**src/rtl/main_call_initiator.sv**
```systemverilog
// rtl/main_call_initiator.sv - caller-side req/busy/return handshake controller
// Issues a request to one callee, tracks its busy window, captures the return value, reports latency/timeout.
module main_call_initiator #(
  parameter int RET_WIDTH      = 32,
  parameter int CNT_WIDTH      = 16,
  parameter int TIMEOUT_CYCLES = 1024
) (
  input  logic                        clock,
  input  logic                        reset_n,
  input  logic                        ce,
  input  logic                        i_start,
  output logic                        o_ready,
  output logic                        o_main_req,
  input  logic                        i_main_busy,
  input  logic signed [RET_WIDTH-1:0] i_main_return,
  output logic                        o_done,
  output logic signed [RET_WIDTH-1:0] o_result,
  output logic                        o_timeout,
  output logic                        o_error,
  output logic        [CNT_WIDTH-1:0] o_cycles
);

  typedef enum logic [1:0] {
    ST_IDLE = 2'd0,
    ST_REQ  = 2'd1,
    ST_RUN  = 2'd2
  } state_t;

  localparam bit                   TO_EN   = (TIMEOUT_CYCLES > 0);
  localparam logic [CNT_WIDTH-1:0] TO_LAST = CNT_WIDTH'(TIMEOUT_CYCLES - 1);
  localparam logic [CNT_WIDTH-1:0] TO_LOAD = CNT_WIDTH'(TIMEOUT_CYCLES);

  state_t                      r_state;
  logic                        r_req;
  logic                        r_done;
  logic                        r_timeout;
  logic                        r_error;
  logic signed [RET_WIDTH-1:0] r_result;
  logic        [CNT_WIDTH-1:0] r_cycles;
  logic        [CNT_WIDTH-1:0] r_cnt;

  state_t                      w_state;
  logic                        w_req;
  logic                        w_done;
  logic                        w_timeout;
  logic                        w_error;
  logic signed [RET_WIDTH-1:0] w_result;
  logic        [CNT_WIDTH-1:0] w_cycles;
  logic        [CNT_WIDTH-1:0] w_cnt;
  logic        [CNT_WIDTH-1:0] w_cnt_inc;
  logic                        w_to_hit;

  // Saturating increment; the same value doubles as the completion latency.
  assign w_cnt_inc = (&r_cnt) ? r_cnt : r_cnt + 1'b1;
  assign w_to_hit  = TO_EN && (r_cnt == TO_LAST);

  always_comb begin
    w_state   = r_state;
    w_req     = r_req;
    w_done    = 1'b0;
    w_timeout = 1'b0;
    w_error   = r_error;
    w_result  = r_result;
    w_cycles  = r_cycles;
    w_cnt     = r_cnt;

    case (r_state)
      ST_IDLE: begin
        if (i_start) begin
          w_state = ST_REQ;
          w_req   = 1'b1;
          w_cnt   = '0;
          w_error = 1'b0;
        end
      end

      ST_REQ: begin
        w_cnt = w_cnt_inc;
        if (w_to_hit) begin
          w_state   = ST_IDLE;
          w_req     = 1'b0;
          w_timeout = 1'b1;
          w_error   = 1'b1;
          w_cycles  = TO_LOAD;
        end else if (i_main_busy) begin
          // Drop req right away so the callee cannot re-trigger when it goes idle.
          w_state = ST_RUN;
          w_req   = 1'b0;
        end
      end

      ST_RUN: begin
        w_cnt = w_cnt_inc;
        w_req = 1'b0;
        if (!i_main_busy) begin
          // Completion takes priority over a timeout landing on the same edge.
          w_state  = ST_IDLE;
          w_done   = 1'b1;
          w_result = i_main_return;
          w_cycles = w_cnt_inc;
        end else if (w_to_hit) begin
          w_state   = ST_IDLE;
          w_timeout = 1'b1;
          w_error   = 1'b1;
          w_cycles  = TO_LOAD;
        end
      end

      default: begin
        w_state = ST_IDLE;
        w_req   = 1'b0;
      end
    endcase
  end

  always_ff @(posedge clock or negedge reset_n) begin
    if (!reset_n) begin
      r_state   <= ST_IDLE;
      r_req     <= 1'b0;
      r_done    <= 1'b0;
      r_timeout <= 1'b0;
      r_error   <= 1'b0;
      r_result  <= '0;
      r_cycles  <= '0;
      r_cnt     <= '0;
    end else if (ce) begin
      r_state   <= w_state;
      r_req     <= w_req;
      r_done    <= w_done;
      r_timeout <= w_timeout;
      r_error   <= w_error;
      r_result  <= w_result;
      r_cycles  <= w_cycles;
      r_cnt     <= w_cnt;
    end
  end

  assign o_ready    = (r_state == ST_IDLE);
  assign o_main_req = r_req;
  assign o_done     = r_done;
  assign o_result   = r_result;
  assign o_timeout  = r_timeout;
  assign o_error    = r_error;
  assign o_cycles   = r_cycles;

endmodule

```
**config.mk**
```make
export PLATFORM = sky130hd
export DESIGN_NAME = main_call_initiator
export DESIGN_NICKNAME = d
export VERILOG_FILES = /design/src/rtl/main_call_initiator.sv
export SDC_FILE = /design/constraint.sdc
export NUM_CORES = 1
export LEC_CHECK = 0
export ABC_AREA = 1
export BUFFER_PORTS_ARGS = -buffer_cell sky130_fd_sc_hd__buf_2
export CAP_MARGIN = 25
export CORE_MARGIN = 1.5
export CORE_UTILIZATION = 45
export CTS_BUF_LIST = sky130_fd_sc_hd__clkbuf_16
export DETAILED_ROUTE_END_ITERATION = 16
export GPL_TIMING_DRIVEN = 0
export HOLD_SLACK_MARGIN = 0.12
export PLACE_DENSITY = 0.7
export RECOVER_POWER = 25
export SYNTH_ARGS = -nofsm -noshare
export SYNTH_HDL_FRONTEND = slang
export SYNTH_SLANG_ARGS = --single-unit
```
**constraint.sdc**
```tcl
create_clock -name clock -period 2.35 [get_ports clock]
set_clock_uncertainty 0.05 [all_clocks]
set_input_delay 0.235 -clock clock [delete_from_list [all_inputs] [get_ports clock]]
set_output_delay 0.235 -clock clock [all_outputs]
set_load 0.02 [all_outputs]
```
==> results of run 1 <==
power breakdown:
part           total (mW)  switching [mW]  internal [mW]
logic                1.67            1.09          0.584
clock network        1.21           0.509          0.705
registers            1.84           0.242           1.60
total                4.73            1.84           2.89
flip-flops by register name, indices dropped and copies added, names as in the netlist:
| name | count |
|---|---|
| o_result | 32 |
| o_cycles | 16 |
| r_cnt | 16 |
| r_state | 2 |
| o_done | 1 |
| o_error | 1 |
| o_main_req | 1 |
| o_timeout | 1 |
cell usage after synthesis (2+ instances only):
cell type | count | area [um^2]
xor2_1 | 3 | 26.3
xnor2_1 | 2 | 17.5
dfrtp_1 | 70 | 1750
nand3_1 | 13 | 65.1
mux2_2 | 32 | 360
nand3_4 | 2 | 35.0
nand2_1 | 117 | 439
nor2_4 | 5 | 56.3
nor2_1 | 18 | 67.6
buf_2 | 4 | 20.0
nand3_2 | 8 | 80.1
a21oi_1 | 2 | 10.0
inv_1 | 29 | 109
o21bai_1 | 2 | 15.0
ha_1 | 5 | 62.6
o21ai_0 | 18 | 90.1
nand4_1 | 6 | 37.5
buf_6 | 2 | 22.5
metrics by stage:
step	hold WS [ns]	std cells	power, mW	worst slack (ns)
after floorplan	-0.111	348	2.93	0.669
after global placement	0.400	536	3.49	0.384
after detailed placement	0.353	536	3.55	0.324
after CTS	0.160	585	4.82	0.282
after global routing	0.181	585	5.00	0.116
final	0.171	585	4.73	0.288
cells by family after synthesis:
logic type,Yosys count,share of synthesized area
AND/OR/NAND/NOR,175,0.247
AO/OA/AOI/OAI,24,0.0404
flip-flops,70,0.524
buffers and inverters,37,0.0490
multiplexers,32,0.108
adder cells (fa/ha/maj),5,0.0187
XOR/XNOR,5,0.0131
per-layer routing:
metal,track usage,routed length [um],vias up
met4,0.0825,158,0
met2,0.370,4190,76
met1,0.255,3330,1366
met5,0,0,-
met3,0.0572,381,16
li1,-,-,1390
area by class of cell:
cell class | count | area (um^2) | area share
buffer | 7 | 50.0 | 0.0112
clock inverter | 6 | 38.8 | 0.00870
multi-input combinational | 241 | 1430 | 0.320
inverter | 30 | 114 | 0.0255
timing repair buffer | 123 | 728 | 0.163
clock buffer | 9 | 225 | 0.0505
sequential | 70 | 1750 | 0.393
tap | 99 | 124 | 0.0278
worst paths after layout:
kind,startpoint,to,cells after the start
worst max register to register,r_state[0]$_DFFE_PN0P_,r_cnt[6]$_DFFE_PN0P_,9
min in group asynchronous,reset_n,o_cycles[3]$_DFFE_PN0P_,2
max in group asynchronous,reset_n,o_main_req$_DFFE_PN0P_,2
worst min-delay path,i_main_busy,r_state[1]$_DFFE_PN0P_,3
worst max-delay path,r_state[0]$_DFFE_PN0P_,r_cnt[6]$_DFFE_PN0P_,9
worst min register to register,o_cycles[2]$_DFFE_PN0P_,o_cycles[2]$_DFFE_PN0P_,2
worst max-delay path: stages (launching register included):
cell,delay (ns)
dfrtp_1,0.40
inv_1,0.09
ha_1,0.32
nand2_1,0.06
inv_1,0.10
nand2_1,0.17
nand2_1,0.31
inv_1,0.25
nand2_1,0.10
o21ai_0,0.08
what timing repair did:
item | CTS | global route
gates resized for setup | 0 | 0
endpoints found under the hold margin | 104 | 0
endpoints found under the setup margin | 0 | 0
hold buffers | 34 | 0
cell usage in the layout, fill, tap and decap left out, drive strengths merged:
cell type | synthesis | layout
clkbuf | 0 | 57
ha | 5 | 5
dfrtp | 70 | 70
buf | 7 | 48
a21boi | 1 | 1
o21bai | 2 | 2
and2 | 1 | 1
nand4 | 6 | 6
nor2 | 24 | 24
clkinv | 1 | 4
a21oi | 3 | 3
nand2 | 119 | 119
dlygate4sd3 | 0 | 34
mux2 | 32 | 32
xnor2 | 2 | 2
inv | 29 | 30
or2 | 1 | 1
clkinvlp | 0 | 2
o21ai | 18 | 18
nor3 | 1 | 1
nand3 | 23 | 23
xor2 | 3 | 3
==> flow_summary.toml, run 1 <==
[status]
outcome = "completed"

[global_route]
grt_pass1_wl_um = 13000
gr-total-overflow = 0
antenna_found_initial = 0
first_global_vias = 2901
grt_max_degree = 71
grt_usage = 0.214

[worst_hold_path]
min_path_type = "in -> reg"

[yosys]
ys.flop_type = "dfrtp_1"
synth_seq_cells = 70
synthCells = 348
syn_area_um2 = 3340
synth-warning-count = 0
syn_avg_cell_area_um2 = 9.61
ys_seq_area_frac = 0.524
syn-num-nets = 390
synth_enable_flop_cells = 0
async_flop_share = 1.00
synth_cell_types = 28

[floorplanning]
dieWidth_um = 89.2
die_area_um2 = 7960
rows = 31
core_area_um2 = 7210
die_y_um = 89.2
start_util = 0.464
io_pins = 90

[worst_setup_path]
worstPathArrival_ns = 2.21
worstSetupPathType = "reg -> reg"
reg2reg_slack_ns = 0.29
required_ns = 2.50
end_kind = "flip-flop"
cp_max_fo = 9
critPathLaunchType = "flip-flop"

[placed_design]
place_area_um2 = 3920
dp_hpwl_um = 5360
io_buffers = 89
gp_congestion = 0.900

[clock_network]
cts_setup_buffers = 0
cts_tree = "built"
cts.sinks = 70
cts_made_buffers = 9
clk_pin_slew_ns = 0.05
clkLatencyLatePin_ns = 0.33
clockRootBuffer = "clkbuf_16"
cts_max_level = 3
clockBufferDepth = 2

[timing]
final.period_utilization = 0.877
drv_slew = 0
finalHoldViolations = 0
worstMarginPinSlew_ns = 0.868
setup_violations = 0
max_freq_mhz = 485
rsz0062_at_grt = "false"
slew_headroom = 0.421
setup_tns_ns = 0
fin_crit_ns = 2.06

[finish]
fillers = 627
fin_nets = 524
area_delta_synth_final_pct = 33.4
n_antenna_cell = 0
utilization = 0.618
final_area_um2 = 4460
drive_above_1_share = 0.243

[run]
maxCapViolations = 0

[routing]
dr_total_vias = 2848
wirelength_um = 8070
viasPerCell = 4.87
detail-route-antenna-nets = 0
drt_first_iter_violations = 94
drt_pre_antenna_iters = 4
wl_per_cell_um = 13.8
drc_errors = 0

[power]
p_per_area_nw_per_um2 = 1060
p_leak_nw = 2.21
ir_drop_mv = 0.684
(Power assumes the default switching activity.)
==> run 2, diff against run 1 <==
- CORE_MARGIN: 1.5 -> 2
- clock period: 2.35 -> 2.6 ns (I/O delays scaled with it)
==> run 2 against run 1 <==
Effect of this change: sequential share of layout area fell by 0.15 points; die area rose by 2.3%; largest cell class unchanged; global-route usage fell by 0.52 points; sequential power fell by 10%; utilization rose by 0.24 points; register-to-register slack improved by 0.26 ns; fmax rose by 0.70%; first-iteration DRC count rose by 24%.
==> flow_summary.toml, run 2 (same netlist as run 1, synthesis figures left out) <==
[timing]
final.period_utilization = 0.787
finalHoldViolations = 0
max_freq_mhz = 488
fin_crit_ns = 2.05
setup_tns_ns = 0
drv_slew = 0
rsz0062_at_grt = "false"
layout_setup_ws_ns = 0.553
worstMarginPinSlew_ns = 0.867
slew_headroom = 0.422
setup_violations = 0

[finish]
layout_commonest_cell = "nand2_1"
instances_no_fill = 582
fillers = 640
area_delta_synth_final_pct = 33.9
fin_nets = 520
drive_above_1_share = 0.244
final_area_um2 = 4480
layout_common_cells = "nand2_1 (117), dfrtp_1 (70), clkbuf_1 (48), buf_2 (44), mux2_2 (32)"
n_antenna_cell = 0
largest_register_ffs = 32

[clock_network]
clockBufferDepth = 2
cts_made_buffers = 9
clockRootBuffer = "clkbuf_16"
cts_max_level = 3
cts.sinks = 70
cts_setup_buffers = 0
clkLatencyLatePin_ns = 0.33
cts-resized-gates = 0
clk_pin_slew_ns = 0.06
cts_tree = "built"

[status]
outcome = "completed"

[worst_setup_path]
end_kind = "flip-flop"
path_buf_inv = 2
path_cells = "inv_1 -> ha_1 -> a21boi_2 -> nand2_1 -> nand2_1 -> inv_1 -> nand2_1 -> o21ai_0"
cp_max_fo = 9
worstPathArrival_ns = 2.19
crit_top_cell = "nand2_1"
reg2reg_from = "r_state[0]$_DFFE_PN0P_"
required_ns = 2.74
cp_slowest_stage_delay_ns = 0.39
critPathLaunchType = "flip-flop"
reg2reg_slack_ns = 0.55
crit_family = "simple AND/OR/NAND/NOR gates"
worstSetupPathType = "reg -> reg"
worst_r2r_endpoint = "r_cnt[5]$_DFFE_PN0P_"
crit_path_top_delay_cell = "dfrtp_1"
reg2reg_depth = 8

[global_route]
gr-total-overflow = 0
first_global_vias = 3001
grt_max_degree = 71
grt_pass1_wl_um = 13800
antenna_found_initial = 0
grt_usage = 0.209

[routing]
drc_errors = 0
wirelength_um = 7910
drt_first_iter_violations = 117
wl_per_cell_um = 13.6
dr_total_vias = 2808
detail-route-antenna-nets = 0
viasPerCell = 4.82
drt_pre_antenna_iters = 4

[power]
p_per_area_nw_per_um2 = 996
p_switching_mw = 1.64
clockPowerShare = 0.295
power.total_mw = 4.46
power.internal_mw = 2.81
p_leak_nw = 2.22
sequentialPowerShare = 0.371
ir_drop_mv = 0.633
combPwrFrac = 0.334
swShare = 0.369

[run]
maxCapViolations = 0

[floorplanning]
io_pins = 90
die_y_um = 90.2
die_area_um2 = 8140
core_area_um2 = 7210
rows = 31
start_util = 0.464
dieWidth_um = 90.2

[placed_design]
place_area_um2 = 3920
gp_congestion = 0.886
dp_hpwl_um = 5360
placed_cells = 536
pre_cts_ws_ns = 0.535
io_buffers = 89

[worst_hold_path]
worst_hold_path.endpoint = "o_result[1]$_DFFE_PN0P_"
min-delay-start = "i_main_return[1]"
min_path_type = "in -> reg"
hold-path-cell-count = 2
run 2: changes by cell type in the layout (fill, tap and decap cells not counted):
cell / before / now
bufinv_16: 0 / 2
clkinv_1: 0 / 1
clkinv_2: 4 / 1
dlygate4sd3_1: 34 / 30
inv_6: 1 / 2
run 2: worst register-to-register path, cell delays in order (launching register included):
cell and delay, ns:
dfrtp_1 0.39, inv_1 0.08, ha_1 0.29, a21boi_2 0.32
nand2_1 0.09, nand2_1 0.26, inv_1 0.24, nand2_1 0.10
o21ai_0 0.10
run 2: area by class of cell:
type	instances	area [um^2]	share of cell area
Tap cell	99	124	0.0277
Clock buffer	9	225	0.0503
Sequential cell	70	1750	0.391
Inverter	30	114	0.0254
Timing Repair Buffer	119	688	0.154
Clock inverter	7	96.3	0.0215
Buffer	7	50.0	0.0112
Multi-Input combinational cell	241	1430	0.319
run 2: power by group through the flow:
stage / Clock, mW / Sequential [mW] / Combinational, mW
finish: 1.32 / 1.65 / 1.49
global route: 1.38 / 1.71 / 1.63
CTS: 1.34 / 1.65 / 1.58
detailed placement: 0 / 1.66 / 1.54
global placement: 0 / 1.64 / 1.51
floorplan: 0 / 2.06 / 0.595
run 2: repair_timing:
item                                    4_1_cts  5_1_grt
endpoints found under the setup margin        0        0
hold buffers                                 30        0
endpoints found under the hold margin        99        0
run 2: worst max path at each step:
stage | start | slack (ns) | cells past startpoint | end
global placement | r_state[0]$_DFFE_PN0P_ | 0.64 | 8 | r_cnt[6]$_DFFE_PN0P_
detailed placement | r_state[0]$_DFFE_PN0P_ | 0.53 | 8 | r_cnt[5]$_DFFE_PN0P_
CTS | r_state[0]$_DFFE_PN0P_ | 0.52 | 8 | r_cnt[5]$_DFFE_PN0P_
floorplan | r_state[0]$_DFFE_PN0P_ | 0.92 | 8 | r_cnt[5]$_DFFE_PN0P_
global route | r_state[0]$_DFFE_PN0P_ | 0.34 | 8 | r_cnt[5]$_DFFE_PN0P_
finish | r_state[0]$_DFFE_PN0P_ | 0.55 | 8 | r_cnt[5]$_DFFE_PN0P_
run 2: through the flow:
step,hold WS [ns],utilization
after global placement,0.399,0.542
after global routing,0.126,0.621
final,0.121,0.621
after CTS,0.120,0.629
after floorplan,-0.0856,-
after detailed placement,0.387,0.543
run 2: routing by layer:
metal	vias up	wire length [um]	global-route usage
li1	1378	-	-
met1	1348	3320	0.238
met2	76	4140	0.386
met3	6	397	0.0570
met4	0	55	0.0526
met5	-	0	0
==> run 3, diff against run 2 <==
- PLACE_DENSITY: 0.7 -> 0.73
- clock period: 2.6 -> 1.85 ns (I/O delays scaled with it)
==> run 3 against run 2 <==
Effect of this change: sequential power rose by 42%; fmax is 17% higher; global-route usage grew 1.3 points; non-clock buffer count is 12 higher; combinational power rose by 54%; critical path type unchanged; largest cell class unchanged; largest power group unchanged.
==> flow_summary.toml, run 3 (same netlist as run 1, synthesis figures left out) <==
[power]
p_leak_nw = 2.28
swShare = 0.374
p_switching_mw = 2.41
combPwrFrac = 0.355
power.internal_mw = 4.04
ir_drop_mv = 0.950
sequentialPowerShare = 0.364
p_per_area_nw_per_um2 = 1390
clockPowerShare = 0.281

[floorplanning]
dieWidth_um = 90.2
core_area_um2 = 7210
start_util = 0.464
rows = 31
die_area_um2 = 8140
io_pins = 90
die_y_um = 90.2

[placed_design]
dp_hpwl_um = 5350
io_buffers = 89
gp_congestion = 0.847
placed_cells = 536

[clock_network]
clk_pin_slew_ns = 0.05
cts_max_level = 3
clockBufferDepth = 2
cts.sinks = 70
cts_made_buffers = 9
clkLatencyLatePin_ns = 0.33
clockRootBuffer = "clkbuf_16"
cts_tree = "built"

[global_route]
gr-total-overflow = 0
grt_max_degree = 71
first_global_vias = 3045
grt_pass1_wl_um = 14400
antenna_found_initial = 0
grt_usage = 0.221

[finish]
utilization = 0.642
instances_no_fill = 594
layout_commonest_cell = "nand2_1"
fin_nets = 532
layout_common_cells = "nand2_1 (114), dfrtp_1 (68), clkbuf_1 (48), buf_2 (42), dlygate4sd3_1 (35)"
drive_above_1_share = 0.271
n_antenna_cell = 0
area_delta_synth_final_pct = 38.4
largest_register_ffs = 32

[routing]
detail-route-antenna-nets = 0
viasPerCell = 4.89
wl_met1_um = 3420
wl_per_cell_um = 14.3
wl_met2_um = 4420
wirelength_um = 8520
dr_total_vias = 2906
drt_first_iter_violations = 170
drc_errors = 0
drt_pre_antenna_iters = 4
wl_met3_um = 510
dr.max_layer_used = "met4"

[worst_setup_path]
required_ns = 2.01
critPathLaunchType = "flip-flop"
cp_max_fo = 8
worstSetupPathType = "reg -> reg"
crit_top_cell = "nand2_1"
reg2reg_depth = 8
reg2reg_slack_ns = 0.1
worst_r2r_endpoint = "r_cnt[6]$_DFFE_PN0P_"
crit_path_top_delay_cell = "dfrtp_1"
end_kind = "flip-flop"
crit_start = "r_state[1]$_DFFE_PN0P_"
reg2reg_from = "r_state[1]$_DFFE_PN0P_"
worstPathArrival_ns = 1.91
path_cells = "inv_1 -> ha_1 -> a21boi_4 -> nand2_1 -> nand2_4 -> clkinvlp_4 -> nand2_1 -> o21ai_0"
cp_slowest_stage_delay_ns = 0.39

[status]
outcome = "completed"

[timing]
drv_slew = 0
worstMarginPinSlew_ns = 0.881
slew_headroom = 0.413
setup_violations = 0
finalHoldViolations = 0
max_freq_mhz = 570
final.period_utilization = 0.948
fin_crit_ns = 1.75

[worst_hold_path]
min_path_type = "in -> reg"
min-delay-start = "i_start"
worst_hold_path.endpoint = "r_cnt[8]$_DFFE_PN0P_"
hold-path-cell-count = 5

[run]
maxCapViolations = 0
==> run 3: layout make-up <==
cell class | instances | area (um^2)
fill | 583 | 2590
sequential | 70 | 1750
multi-input combinational | 241 | 1470
timing repair buffer | 131 | 791
clock buffer | 9 | 225
tap | 99 | 124
inverter | 30 | 118
clock inverter | 7 | 90.1
buffer | 7 | 55.1
==> run 3: timing repair <==
action	in CTS	in global routing
endpoints found under the setup margin	27	59
hold endpoints to repair	105	0
gates resized for setup	7	10
buffers inserted	1	6
hold buffers	35	0
pin swaps	1	4
==> run 3: how the worst max path moves through the flow <==
stage                            to  slack, ns  cells after the start
2_1_floorplan  r_cnt[5]$_DFFE_PN0P_       0.17                      8
3_3_place_gp   r_cnt[5]$_DFFE_PN0P_      -0.13                      8
3_5_place_dp   r_cnt[6]$_DFFE_PN0P_      -0.16                      8
4_1_cts        r_cnt[6]$_DFFE_PN0P_      0.008                      8
5_1_grt        r_cnt[6]$_DFFE_PN0P_     -0.002                      8
6_report       r_cnt[6]$_DFFE_PN0P_        0.1                      8
==> run 3: critical path, delay by kind of cell, from the launching register on <==
kind	cells	cell delay (ns)
adder cells (fa/ha/maj)	1	0.29
flip-flops	1	0.39
AND/OR/NAND/NOR	3	0.33
buffers and inverters	2	0.28
AO/OA/AOI/OAI	2	0.28
==> run 3: metrics by stage <==
stage	area, um^2	worst slack [ns]	TNS (ns)	hold WS [ns]	power, mW
global route	4630	-0.00228	-0.00228	0.362	6.80
CTS	4620	0.00838	0	0.264	6.47
floorplan	3340	0.169	0	-0.161	3.72
finish	4630	0.0963	0	0.348	6.45
detailed placement	3920	-0.165	-1.61	0.288	4.51
global placement	3910	-0.132	-1.08	0.366	4.43
==> run 3: power by group through the flow <==
| stage | logic, mW | clock network (mW) | registers, mW |
|---|---|---|---|
| floorplan | 0.836 | 0 | 2.89 |
| global placement | 2.12 | 0 | 2.31 |
| detailed placement | 2.17 | 0 | 2.33 |
| CTS | 2.29 | 1.85 | 2.32 |
| global route | 2.47 | 1.91 | 2.41 |
| finish | 2.29 | 1.81 | 2.35 |
==> run 3: routing by layer <==
metal	vias up	track usage
li1	1405	-
met1	1390	0.252
met2	93	0.387
met3	18	0.0671
met4	0	0.0923
met5	-	0
